`config.mk`:
```
export PLATFORM = sky130hd
export DESIGN_NAME = bios_loader_flat
export DESIGN_NICKNAME = d
export VERILOG_FILES = /design/src/rtl/bios_pkg.sv /design/src/rtl/bios_loader_if.sv /design/src/rtl/bios_stream_mux.sv /design/src/rtl/bios_loader.sv /design/src/flat_wrapper.sv
export SDC_FILE = /design/constraint.sdc
export NUM_CORES = 1
export LEC_CHECK = 0
export CAP_MARGIN = 20
export CORE_MARGIN = 1
export CORE_UTILIZATION = 47
export CTS_CLUSTER_DIAMETER = 50
export CTS_CLUSTER_SIZE = 30
export DETAILED_ROUTE_END_ITERATION = 16
export HOLD_SLACK_MARGIN = 0.02
export PLACE_DENSITY = 0.82
export SLEW_MARGIN = 20
export SYNTH_ARGS = -nofsm -noshare
export SYNTH_HDL_FRONTEND = slang
export SYNTH_SLANG_ARGS = --single-unit
```
`constraint.sdc`:
```
create_clock -name clk -period 3.3 [get_ports clk]
set_input_delay 0.33 -clock clk [delete_from_list [all_inputs] [get_ports clk]]
set_output_delay 0.33 -clock clk [all_outputs]
set_load 0.02 [all_outputs]
```
`src/rtl/bios_pkg.sv`:
```
// Shared types and constants for the bios_loader boot monitor.
// Optional feature macro: BIOS_LOADER_ACK_EN (acknowledge/NAK bytes via S_ACK).
package bios_pkg;

  typedef enum logic [7:0] {
    OP_NOP     = 8'h00,
    OP_BOOT    = 8'h01,
    OP_RST     = 8'h02,
    OP_READ    = 8'h03,
    OP_WRITE   = 8'h04,
    OP_SETADDR = 8'h05
  } bios_opcode_t;

  typedef enum logic [3:0] {
    S_OPCODE,
    S_ARG,
    S_WRITE,
    S_RDREQ,
    S_RDWAIT,
    S_SEND,
    S_RST,
    S_RUN
`ifdef BIOS_LOADER_ACK_EN
    , S_ACK
`endif
  } bios_state_t;

  localparam logic [7:0] BIOS_ACK_BYTE = 8'hA5;
  localparam logic [7:0] BIOS_NAK_BYTE = 8'h5A;

  // Where WRITE, SETADDR and RST go once their work is finished.
`ifdef BIOS_LOADER_ACK_EN
  localparam bios_state_t S_CMD_DONE = S_ACK;
`else
  localparam bios_state_t S_CMD_DONE = S_OPCODE;
`endif

  function automatic int bios_max(input int a, input int b);
    return (a > b) ? a : b;
  endfunction

endpackage

```
`src/rtl/bios_loader_if.sv`:
```
// Bus bundle of bios_loader: RAM port, CPU reset/status, host and CPU byte streams.
// "master" is the loader side, "slave" is the surrounding system (RAM, host, CPU).
interface bios_loader_if #(
  parameter int ADDR_WIDTH = 32,
  parameter int DATA_WIDTH = 32
);
  logic                    o_rst;
  logic                    o_booted;
  logic                    o_read_req;
  logic [ADDR_WIDTH-1:0]   o_read_addr;
  logic [DATA_WIDTH-1:0]   i_read_data;
  logic                    o_write_enable;
  logic [DATA_WIDTH/8-1:0] o_byte_enable;
  logic [ADDR_WIDTH-1:0]   o_write_addr;
  logic [DATA_WIDTH-1:0]   o_write_data;
  logic [7:0]              i_data;
  logic                    i_valid;
  logic                    o_in_ready;
  logic [7:0]              o_data;
  logic                    o_valid;
  logic                    i_out_ready;
  logic [7:0]              o_cpu_rx_data;
  logic                    o_cpu_rx_valid;
  logic                    i_cpu_rx_ready;
  logic [7:0]              i_cpu_tx_data;
  logic                    i_cpu_tx_valid;
  logic                    o_cpu_tx_ready;

  modport master (
    output o_rst, o_booted, o_read_req, o_read_addr, o_write_enable,
           o_byte_enable, o_write_addr, o_write_data, o_in_ready,
           o_data, o_valid, o_cpu_rx_data, o_cpu_rx_valid, o_cpu_tx_ready,
    input  i_read_data, i_data, i_valid, i_out_ready, i_cpu_rx_ready,
           i_cpu_tx_data, i_cpu_tx_valid
  );

  modport slave (
    input  o_rst, o_booted, o_read_req, o_read_addr, o_write_enable,
           o_byte_enable, o_write_addr, o_write_data, o_in_ready,
           o_data, o_valid, o_cpu_rx_data, o_cpu_rx_valid, o_cpu_tx_ready,
    output i_read_data, i_data, i_valid, i_out_ready, i_cpu_rx_ready,
           i_cpu_tx_data, i_cpu_tx_valid
  );
endinterface

```
`src/rtl/bios_stream_mux.sv`:
```
// Steers both byte-stream directions: to the loader FSM in BOOT mode,
// straight through to the CPU UART/GPIO channel in RUN mode (no clock involved).
module bios_stream_mux (
  input  logic       booted_i,
  input  logic       fsm_in_ready_i,
  input  logic [7:0] fsm_data_i,
  input  logic       fsm_valid_i,
  input  logic [7:0] host_data_i,
  input  logic       host_valid_i,
  output logic       host_in_ready_o,
  output logic [7:0] host_out_data_o,
  output logic       host_out_valid_o,
  input  logic       host_out_ready_i,
  output logic [7:0] cpu_rx_data_o,
  output logic       cpu_rx_valid_o,
  input  logic       cpu_rx_ready_i,
  input  logic [7:0] cpu_tx_data_i,
  input  logic       cpu_tx_valid_i,
  output logic       cpu_tx_ready_o
);

  // Route streams by mode; BOOT-mode values double as the defaults.
  always_comb begin
    // NOTE: every output gets a value before any branch so no latch is inferred.
    host_in_ready_o  = fsm_in_ready_i;
    host_out_data_o  = fsm_data_i;
    host_out_valid_o = fsm_valid_i;
    cpu_rx_data_o    = 8'h00;
    cpu_rx_valid_o   = 1'b0;
    cpu_tx_ready_o   = 1'b0;
    if (booted_i) begin
      cpu_rx_data_o    = host_data_i;
      cpu_rx_valid_o   = host_valid_i;
      host_in_ready_o  = cpu_rx_ready_i;
      host_out_data_o  = cpu_tx_data_i;
      host_out_valid_o = cpu_tx_valid_i;
      cpu_tx_ready_o   = host_out_ready_i;
    end
  end

endmodule

```
`src/rtl/bios_loader.sv`:
```
// Boot monitor: decodes host byte commands (set address, write/read RAM words,
// pulse CPU reset) until BOOT, then hands both streams to the CPU until rst.
// Optional feature macro: BIOS_LOADER_ACK_EN (ACK 0xA5 / NAK 0x5A replies).
module bios_loader
  import bios_pkg::*;
#(
  parameter int ADDR_WIDTH = 32,
  parameter int DATA_WIDTH = 32,
  parameter int RST_CYCLES = 16
) (
  input  logic          clk,
  input  logic          rst,
  input  logic          clk_en,
  bios_loader_if.master bus
);

  // Shift register serves both the write-data and the address argument.
  localparam int SHIFT_W = bios_max(ADDR_WIDTH, DATA_WIDTH);
  localparam int CNT_W   = $clog2(SHIFT_W / 8 + 1);
  localparam int RST_W   = $clog2(RST_CYCLES + 1);
  localparam logic [CNT_W-1:0]      DATA_LAST = CNT_W'(DATA_WIDTH / 8 - 1);
  localparam logic [CNT_W-1:0]      ADDR_LAST = CNT_W'(ADDR_WIDTH / 8 - 1);
  localparam logic [RST_W-1:0]      RST_LAST  = RST_W'(RST_CYCLES - 1);
  localparam logic [ADDR_WIDTH-1:0] ADDR_STEP = ADDR_WIDTH'(DATA_WIDTH / 8);
  localparam logic [SHIFT_W-1:0]    LANE_MASK = SHIFT_W'(8'hFF);

  bios_state_t           state_q, state_d;
  bios_opcode_t          op_q, op_d;
  logic [ADDR_WIDTH-1:0] addr_q, addr_d;
  logic [SHIFT_W-1:0]    shift_q, shift_d;
  logic [CNT_W-1:0]      byte_cnt_q, byte_cnt_d;
  logic [RST_W-1:0]      rst_cnt_q, rst_cnt_d;
`ifdef BIOS_LOADER_ACK_EN
  logic                  nak_q, nak_d;
`endif

  logic             fsm_in_ready;
  logic             fsm_valid;
  logic [7:0]       fsm_data;
  logic             booted;
  logic [CNT_W+2:0] lane_sh;
  logic [7:0]       lane_byte;
  logic [CNT_W-1:0] arg_last;

  assign lane_sh   = {byte_cnt_q, 3'b000};
  assign lane_byte = 8'(shift_q >> lane_sh);
  assign arg_last  = (op_q == OP_WRITE) ? DATA_LAST : ADDR_LAST;
  assign booted    = (state_q == S_RUN);

  assign bus.o_rst          = (state_q == S_RST);
  assign bus.o_booted       = booted;
  assign bus.o_read_req     = (state_q == S_RDREQ);
  assign bus.o_read_addr    = addr_q;
  assign bus.o_write_enable = (state_q == S_WRITE);
  assign bus.o_write_addr   = addr_q;
  assign bus.o_write_data   = shift_q[DATA_WIDTH-1:0];
  assign bus.o_byte_enable  = '1;

  // Next-state and stream handshake decode; clk_en gating lives in the register.
  always_comb begin
    state_d      = state_q;
    op_d         = op_q;
    addr_d       = addr_q;
    shift_d      = shift_q;
    byte_cnt_d   = byte_cnt_q;
    rst_cnt_d    = rst_cnt_q;
`ifdef BIOS_LOADER_ACK_EN
    nak_d        = nak_q;
`endif
    fsm_in_ready = 1'b0;
    fsm_valid    = 1'b0;
    fsm_data     = 8'h00;

    case (state_q)
      S_OPCODE: begin
        fsm_in_ready = 1'b1;
        if (bus.i_valid) begin
          case (bus.i_data)
            OP_NOP:  ;
            OP_BOOT: state_d = S_RUN;
            OP_RST: begin
              rst_cnt_d = '0;
              state_d   = S_RST;
            end
            OP_READ: state_d = S_RDREQ;
            OP_WRITE: begin
              op_d       = OP_WRITE;
              byte_cnt_d = '0;
              state_d    = S_ARG;
            end
            OP_SETADDR: begin
              op_d       = OP_SETADDR;
              byte_cnt_d = '0;
              state_d    = S_ARG;
            end
            default: begin
`ifdef BIOS_LOADER_ACK_EN
              nak_d   = 1'b1;
              state_d = S_ACK;
`endif
            end
          endcase
        end
      end

      S_ARG: begin
        fsm_in_ready = 1'b1;
        if (bus.i_valid) begin
          shift_d = (shift_q & ~(LANE_MASK << lane_sh)) | (SHIFT_W'(bus.i_data) << lane_sh);
          if (byte_cnt_q == arg_last) begin
            byte_cnt_d = '0;
            if (op_q == OP_WRITE) begin
              state_d = S_WRITE;
            end else begin
              addr_d  = shift_d[ADDR_WIDTH-1:0];
              state_d = S_CMD_DONE;
            end
          end else begin
            byte_cnt_d = byte_cnt_q + 1'b1;
          end
        end
      end

      S_WRITE: begin
        addr_d  = addr_q + ADDR_STEP;
        state_d = S_CMD_DONE;
      end

      S_RDREQ: state_d = S_RDWAIT;

      S_RDWAIT: begin
        shift_d    = SHIFT_W'(bus.i_read_data);
        addr_d     = addr_q + ADDR_STEP;
        byte_cnt_d = '0;
        state_d    = S_SEND;
      end

      S_SEND: begin
        fsm_valid = 1'b1;
        fsm_data  = lane_byte;
        if (bus.i_out_ready) begin
          if (byte_cnt_q == DATA_LAST) begin
            byte_cnt_d = '0;
            state_d    = S_OPCODE;
          end else begin
            byte_cnt_d = byte_cnt_q + 1'b1;
          end
        end
      end

      S_RST: begin
        if (rst_cnt_q == RST_LAST) begin
          rst_cnt_d = '0;
          state_d   = S_CMD_DONE;
        end else begin
          rst_cnt_d = rst_cnt_q + 1'b1;
        end
      end

      S_RUN: ;

`ifdef BIOS_LOADER_ACK_EN
      S_ACK: begin
        fsm_valid = 1'b1;
        fsm_data  = nak_q ? BIOS_NAK_BYTE : BIOS_ACK_BYTE;
        if (bus.i_out_ready) begin
          nak_d   = 1'b0;
          state_d = S_OPCODE;
        end
      end
`endif

      default: state_d = S_OPCODE;
    endcase
  end

  // State register: synchronous reset, frozen while clk_en is low.
  always_ff @(posedge clk) begin
    // NOTE: sequential state uses non-blocking assignments so every register samples pre-edge values.
    if (rst) begin
      state_q    <= S_OPCODE;
      op_q       <= OP_NOP;
      addr_q     <= '0;
      shift_q    <= '0;
      byte_cnt_q <= '0;
      rst_cnt_q  <= '0;
`ifdef BIOS_LOADER_ACK_EN
      nak_q      <= 1'b0;
`endif
    end else if (clk_en) begin
      state_q    <= state_d;
      op_q       <= op_d;
      addr_q     <= addr_d;
      shift_q    <= shift_d;
      byte_cnt_q <= byte_cnt_d;
      rst_cnt_q  <= rst_cnt_d;
`ifdef BIOS_LOADER_ACK_EN
      nak_q      <= nak_d;
`endif
    end
  end

  bios_stream_mux u_stream_mux (
    .booted_i         (booted),
    .fsm_in_ready_i   (fsm_in_ready),
    .fsm_data_i       (fsm_data),
    .fsm_valid_i      (fsm_valid),
    .host_data_i      (bus.i_data),
    .host_valid_i     (bus.i_valid),
    .host_in_ready_o  (bus.o_in_ready),
    .host_out_data_o  (bus.o_data),
    .host_out_valid_o (bus.o_valid),
    .host_out_ready_i (bus.i_out_ready),
    .cpu_rx_data_o    (bus.o_cpu_rx_data),
    .cpu_rx_valid_o   (bus.o_cpu_rx_valid),
    .cpu_rx_ready_i   (bus.i_cpu_rx_ready),
    .cpu_tx_data_i    (bus.i_cpu_tx_data),
    .cpu_tx_valid_i   (bus.i_cpu_tx_valid),
    .cpu_tx_ready_o   (bus.o_cpu_tx_ready)
  );

endmodule

```
`src/flat_wrapper.sv`:
```
// flat-port wrapper written by rule: the top's interface ports become plain ports
module bios_loader_flat import bios_pkg::*;
#(
  parameter int ADDR_WIDTH = 32,
  parameter int DATA_WIDTH = 32,
  parameter int RST_CYCLES = 16
)
  (clk, rst, clk_en, bus_o_rst, bus_o_booted, bus_o_read_req, bus_o_read_addr, bus_o_write_enable, bus_o_byte_enable, bus_o_write_addr, bus_o_write_data, bus_o_in_ready, bus_o_data, bus_o_valid, bus_o_cpu_rx_data, bus_o_cpu_rx_valid, bus_o_cpu_tx_ready, bus_i_read_data, bus_i_data, bus_i_valid, bus_i_out_ready, bus_i_cpu_rx_ready, bus_i_cpu_tx_data, bus_i_cpu_tx_valid);
  bios_loader_if #(.ADDR_WIDTH(ADDR_WIDTH), .DATA_WIDTH(DATA_WIDTH)) bus_i ();
  input  logic clk;
  input  logic rst;
  input  logic clk_en;
  output wire logic [$bits(bus_i.o_rst)-1:0] bus_o_rst;
  output wire logic [$bits(bus_i.o_booted)-1:0] bus_o_booted;
  output wire logic [$bits(bus_i.o_read_req)-1:0] bus_o_read_req;
  output wire logic [$bits(bus_i.o_read_addr)-1:0] bus_o_read_addr;
  output wire logic [$bits(bus_i.o_write_enable)-1:0] bus_o_write_enable;
  output wire logic [$bits(bus_i.o_byte_enable)-1:0] bus_o_byte_enable;
  output wire logic [$bits(bus_i.o_write_addr)-1:0] bus_o_write_addr;
  output wire logic [$bits(bus_i.o_write_data)-1:0] bus_o_write_data;
  output wire logic [$bits(bus_i.o_in_ready)-1:0] bus_o_in_ready;
  output wire logic [$bits(bus_i.o_data)-1:0] bus_o_data;
  output wire logic [$bits(bus_i.o_valid)-1:0] bus_o_valid;
  output wire logic [$bits(bus_i.o_cpu_rx_data)-1:0] bus_o_cpu_rx_data;
  output wire logic [$bits(bus_i.o_cpu_rx_valid)-1:0] bus_o_cpu_rx_valid;
  output wire logic [$bits(bus_i.o_cpu_tx_ready)-1:0] bus_o_cpu_tx_ready;
  input wire logic [$bits(bus_i.i_read_data)-1:0] bus_i_read_data;
  input wire logic [$bits(bus_i.i_data)-1:0] bus_i_data;
  input wire logic [$bits(bus_i.i_valid)-1:0] bus_i_valid;
  input wire logic [$bits(bus_i.i_out_ready)-1:0] bus_i_out_ready;
  input wire logic [$bits(bus_i.i_cpu_rx_ready)-1:0] bus_i_cpu_rx_ready;
  input wire logic [$bits(bus_i.i_cpu_tx_data)-1:0] bus_i_cpu_tx_data;
  input wire logic [$bits(bus_i.i_cpu_tx_valid)-1:0] bus_i_cpu_tx_valid;
  assign bus_o_rst = bus_i.o_rst;
  assign bus_o_booted = bus_i.o_booted;
  assign bus_o_read_req = bus_i.o_read_req;
  assign bus_o_read_addr = bus_i.o_read_addr;
  assign bus_o_write_enable = bus_i.o_write_enable;
  assign bus_o_byte_enable = bus_i.o_byte_enable;
  assign bus_o_write_addr = bus_i.o_write_addr;
  assign bus_o_write_data = bus_i.o_write_data;
  assign bus_o_in_ready = bus_i.o_in_ready;
  assign bus_o_data = bus_i.o_data;
  assign bus_o_valid = bus_i.o_valid;
  assign bus_o_cpu_rx_data = bus_i.o_cpu_rx_data;
  assign bus_o_cpu_rx_valid = bus_i.o_cpu_rx_valid;
  assign bus_o_cpu_tx_ready = bus_i.o_cpu_tx_ready;
  assign bus_i.i_read_data = bus_i_read_data;
  assign bus_i.i_data = bus_i_data;
  assign bus_i.i_valid = bus_i_valid;
  assign bus_i.i_out_ready = bus_i_out_ready;
  assign bus_i.i_cpu_rx_ready = bus_i_cpu_rx_ready;
  assign bus_i.i_cpu_tx_data = bus_i_cpu_tx_data;
  assign bus_i.i_cpu_tx_valid = bus_i_cpu_tx_valid;
  bios_loader #(.ADDR_WIDTH(ADDR_WIDTH), .DATA_WIDTH(DATA_WIDTH), .RST_CYCLES(RST_CYCLES)) u_core (.clk(clk), .rst(rst), .clk_en(clk_en), .bus(bus_i));
endmodule
```
==> impl_metrics.ini <==
[run_status]
status = completed

[sta]
grt_setup_unrepaired = no
period_share = 0.8917
fin_hold_ws_ps = 447.1
tns_ps = 0
finalMaxSlewViolations = 0
final-setup-viol-count = 0
hold_viol_final = 0
tightestPinTransition_ps = 1115
setup_ws_ps = 357.3
skew_ps = 12.71
finalCriticalPeriod_ps = 2943
fmax_mhz = 339.8
slew_headroom = 0.2568

[grt]
overflow = 0
grtUsageTotal = 0.3253
grt_pass1_wl_mm = 29.34
grt_pass1_vias = 5518
antenna_found_initial = 1
grt_max_degree = 63

[floorplan]
coreArea_mm2 = 0.01089
ioPinCount = 179
start_util = 0.4837
fp.dieH_um = 107.9
dieArea_mm2 = 0.01163
die_w_um = 107.9
num_rows = 38

[setup_path]
rr_endpoint = u_core.bus.o_read_addr[21]
worstSetupStartpointType = register
timing.rr.start = u_core.byte_cnt_q[1]
path_delay_family = simple AND/OR/NAND/NOR gates
cp_data_required_time_ps = 2970
regToRegSetupSlack_ps = 610
crit_type = register to output pin
endpoint_kind = output pin
reg2reg_depth = 6
crit_buf_inv = 1
max_stage_delay_ps = 750
critical_path_peak_fanout = 21
cp_slowest_cell = dfxtp_1
crit_chain = and3_1, nand2_1, o21ai_0, clkdlybuf4s50_1
arrival_ps = 2610

[cts]
path_clk_slew_ps = 80
clk_latency_ps = 360
cts_tree = yes
numCtsBuffers = 9
cts_sinks = 77
htree_levels = 3
ctsHoldBuffers = 0
ctsResizeCount = 0
cts_buffer_depth = 2
root_buffer = clkbuf_8
postCtsSetupBuffers = 0

[logic_synthesis]
syn_inst = 720
synth-seq-area-share = 0.2927
syn_area_per_cell_um2 = 7.314
syn_area_mm2 = 0.005266
synth-main-ff-cell = dfxtp_1
synth-seq-cells = 77
yosysWarnings = 0
synth_edf_count = 0
async_flop_share = 0
synthDistinctLibCells = 63

[final_layout]
n_fill_cell = 986
final_util = 0.6476
antennaDiodeCount = 0
drive_gt1_frac = 0.06835
final_nets = 890
syn2layout_area_growth_pct = 33.88

[route]
dr.pass1.iters = 5
final_antenna_net_count = 0
drt_wl_total_mm = 18.94
drc = 0
avgRoutedWirePerCell_um = 19.44
vias = 6113
drt_iter0_drc = 560
vias_per_cell = 6.276

[power_and_ir_drop]
power_mw = 1.935
peakVddDrop_mv = 0.2292
p_leak_nw = 2.416
power.density_mw_per_mm2 = 274.5

[placement]
place_ws_ps = 639.8
place_congestion = 1.016
io_buffers = 174
dp_hpwl_mm = 13.93

[hold_path]
hold_path_class = register to register
min_to = u_core.rst_cnt_q[4]
hp-start = u_core.rst_cnt_q[4]
holdPathStages = 2

[job]
cap_violations = 0
layer usage:
metal / track usage / share of wire
met3: 0.05266 / 0.11
met1: 0.4495 / 0.41
met4: 0.1360 / 0.035
met2: 0.4995 / 0.45
met5: 0 / 0
cell usage after synthesis, types with 3 or more instances:
cell type,number,area share
nand2_1,107,0.076
dfxtp_1,77,0.29
a21oi_1,75,0.071
clkbuf_1,55,0.039
o21ai_0,44,0.042
nor2_1,38,0.027
buf_4,36,0.051
o211ai_1,34,0.048
a22oi_1,31,0.044
inv_1,22,0.016
nor3_1,20,0.019
nand3_1,18,0.017
and2_1,14,0.017
nand2b_1,13,0.015
nor4_1,11,0.013
nand4_1,9,0.011
mux4_2,8,0.034
a31oi_1,6,0.0071
ha_1,6,0.014
mux2i_1,6,0.011
nor2b_1,6,0.0071
buf_1,5,0.0036
nor3b_1,5,0.0071
o32ai_1,5,0.0083
and4_1,4,0.0067
nand3b_1,4,0.0057
or2_2,4,0.0048
or3_1,4,0.0048
a21o_1,3,0.0043
o21a_1,3,0.0043
o22a_1,3,0.0050
o41ai_1,3,0.0050
or4_1,3,0.0043
how the worst max path moves through the flow:
stage,start,end,slack (ps),cells past startpoint
6_report,u_core.state_q[2],bus_o_data[7],360,4
5_1_grt,u_core.state_q[2],bus_o_data[6],210,4
4_1_cts,u_core.state_q[2],bus_o_data[7],360,4
3_5_place_dp,bus_i_data[4],u_core.byte_cnt_q[0],640,6
3_3_place_gp,bus_i_data[4],u_core.byte_cnt_q[0],690,6
2_1_floorplan,u_core.bus.o_read_addr[2],u_core.bus.o_read_addr[28],810,7
cell type report:
type                       instances  area (um2)  share of cell area
clock inverter                     3       43.79            0.006211
sequential                        77        1541              0.2186
clock buffer                      13       158.9             0.02254
timing repair buffer             193        1892              0.2683
inverter                          22       82.58             0.01171
tap                              140       175.2             0.02484
multi-input combinational        526        3157              0.4477
worst register-to-register path, stage by stage, from the launching register on:
cell,delay [ps]
dfxtp_1,690
ha_1,290
nand2b_1,80
nor4_1,630
a21oi_2,350
o41ai_1,460
nor3_1,90
cell usage in the layout, fill, tap and decap left out, types with 5 or more instances in the layout:
master	count
clkdlybuf4s50_1	173
a21oi_1	74
buf_4	18
mux2i_1	6
ha_1	6
inv_1	22
nor3b_1	5
o32ai_1	5
dfxtp_1	77
nand2b_1	13
nand2_1	107
o21ai_0	44
nor2_1	38
o211ai_1	34
a22oi_1	31
mux4_2	8
nor3_1	20
clkbuf_8	11
a31oi_1	6
nor4_1	11
and2_1	14
nand4_1	9
nand3_1	18
sequential cells by signal, summed over array words and instances (netlist names):
register and cells:
u_core.bus.o_read_addr 32, u_core.state_q 3, u_core.byte_cnt_q 3, u_core.op_q 2
u_core.rst_cnt_q 5, u_core.bus.o_write_data 32
cells by family after synthesis:
| kind of cell | after synthesis | synth area share |
|---|---|---|
| and+or+nand+nor | 276 | 0.2644 |
| AOI/OAI and AO/OA | 224 | 0.2668 |
| buffers and inverters | 120 | 0.1117 |
| DFF | 77 | 0.2927 |
| muxes | 15 | 0.04775 |
| adders and majority gates | 6 | 0.01425 |
| other | 1 | 0.0007121 |
| xor gates and xnor gates | 1 | 0.001663 |
power by group:
| part | switching, mW | internal (mW) |
|---|---|---|
| logic | 0.124 | 0.106 |
| registers | 0.0118 | 0.934 |
| clock network | 0.368 | 0.392 |
metrics by stage:
stage                     cell area [um2]  instances
after floorplan                      5278        723
after global routing                 7051        974
after CTS                            7051        974
after global placement               6848        958
after detailed placement             6848        958
final                                7051        974
Note: power is estimated with default switching activity, not from simulation.
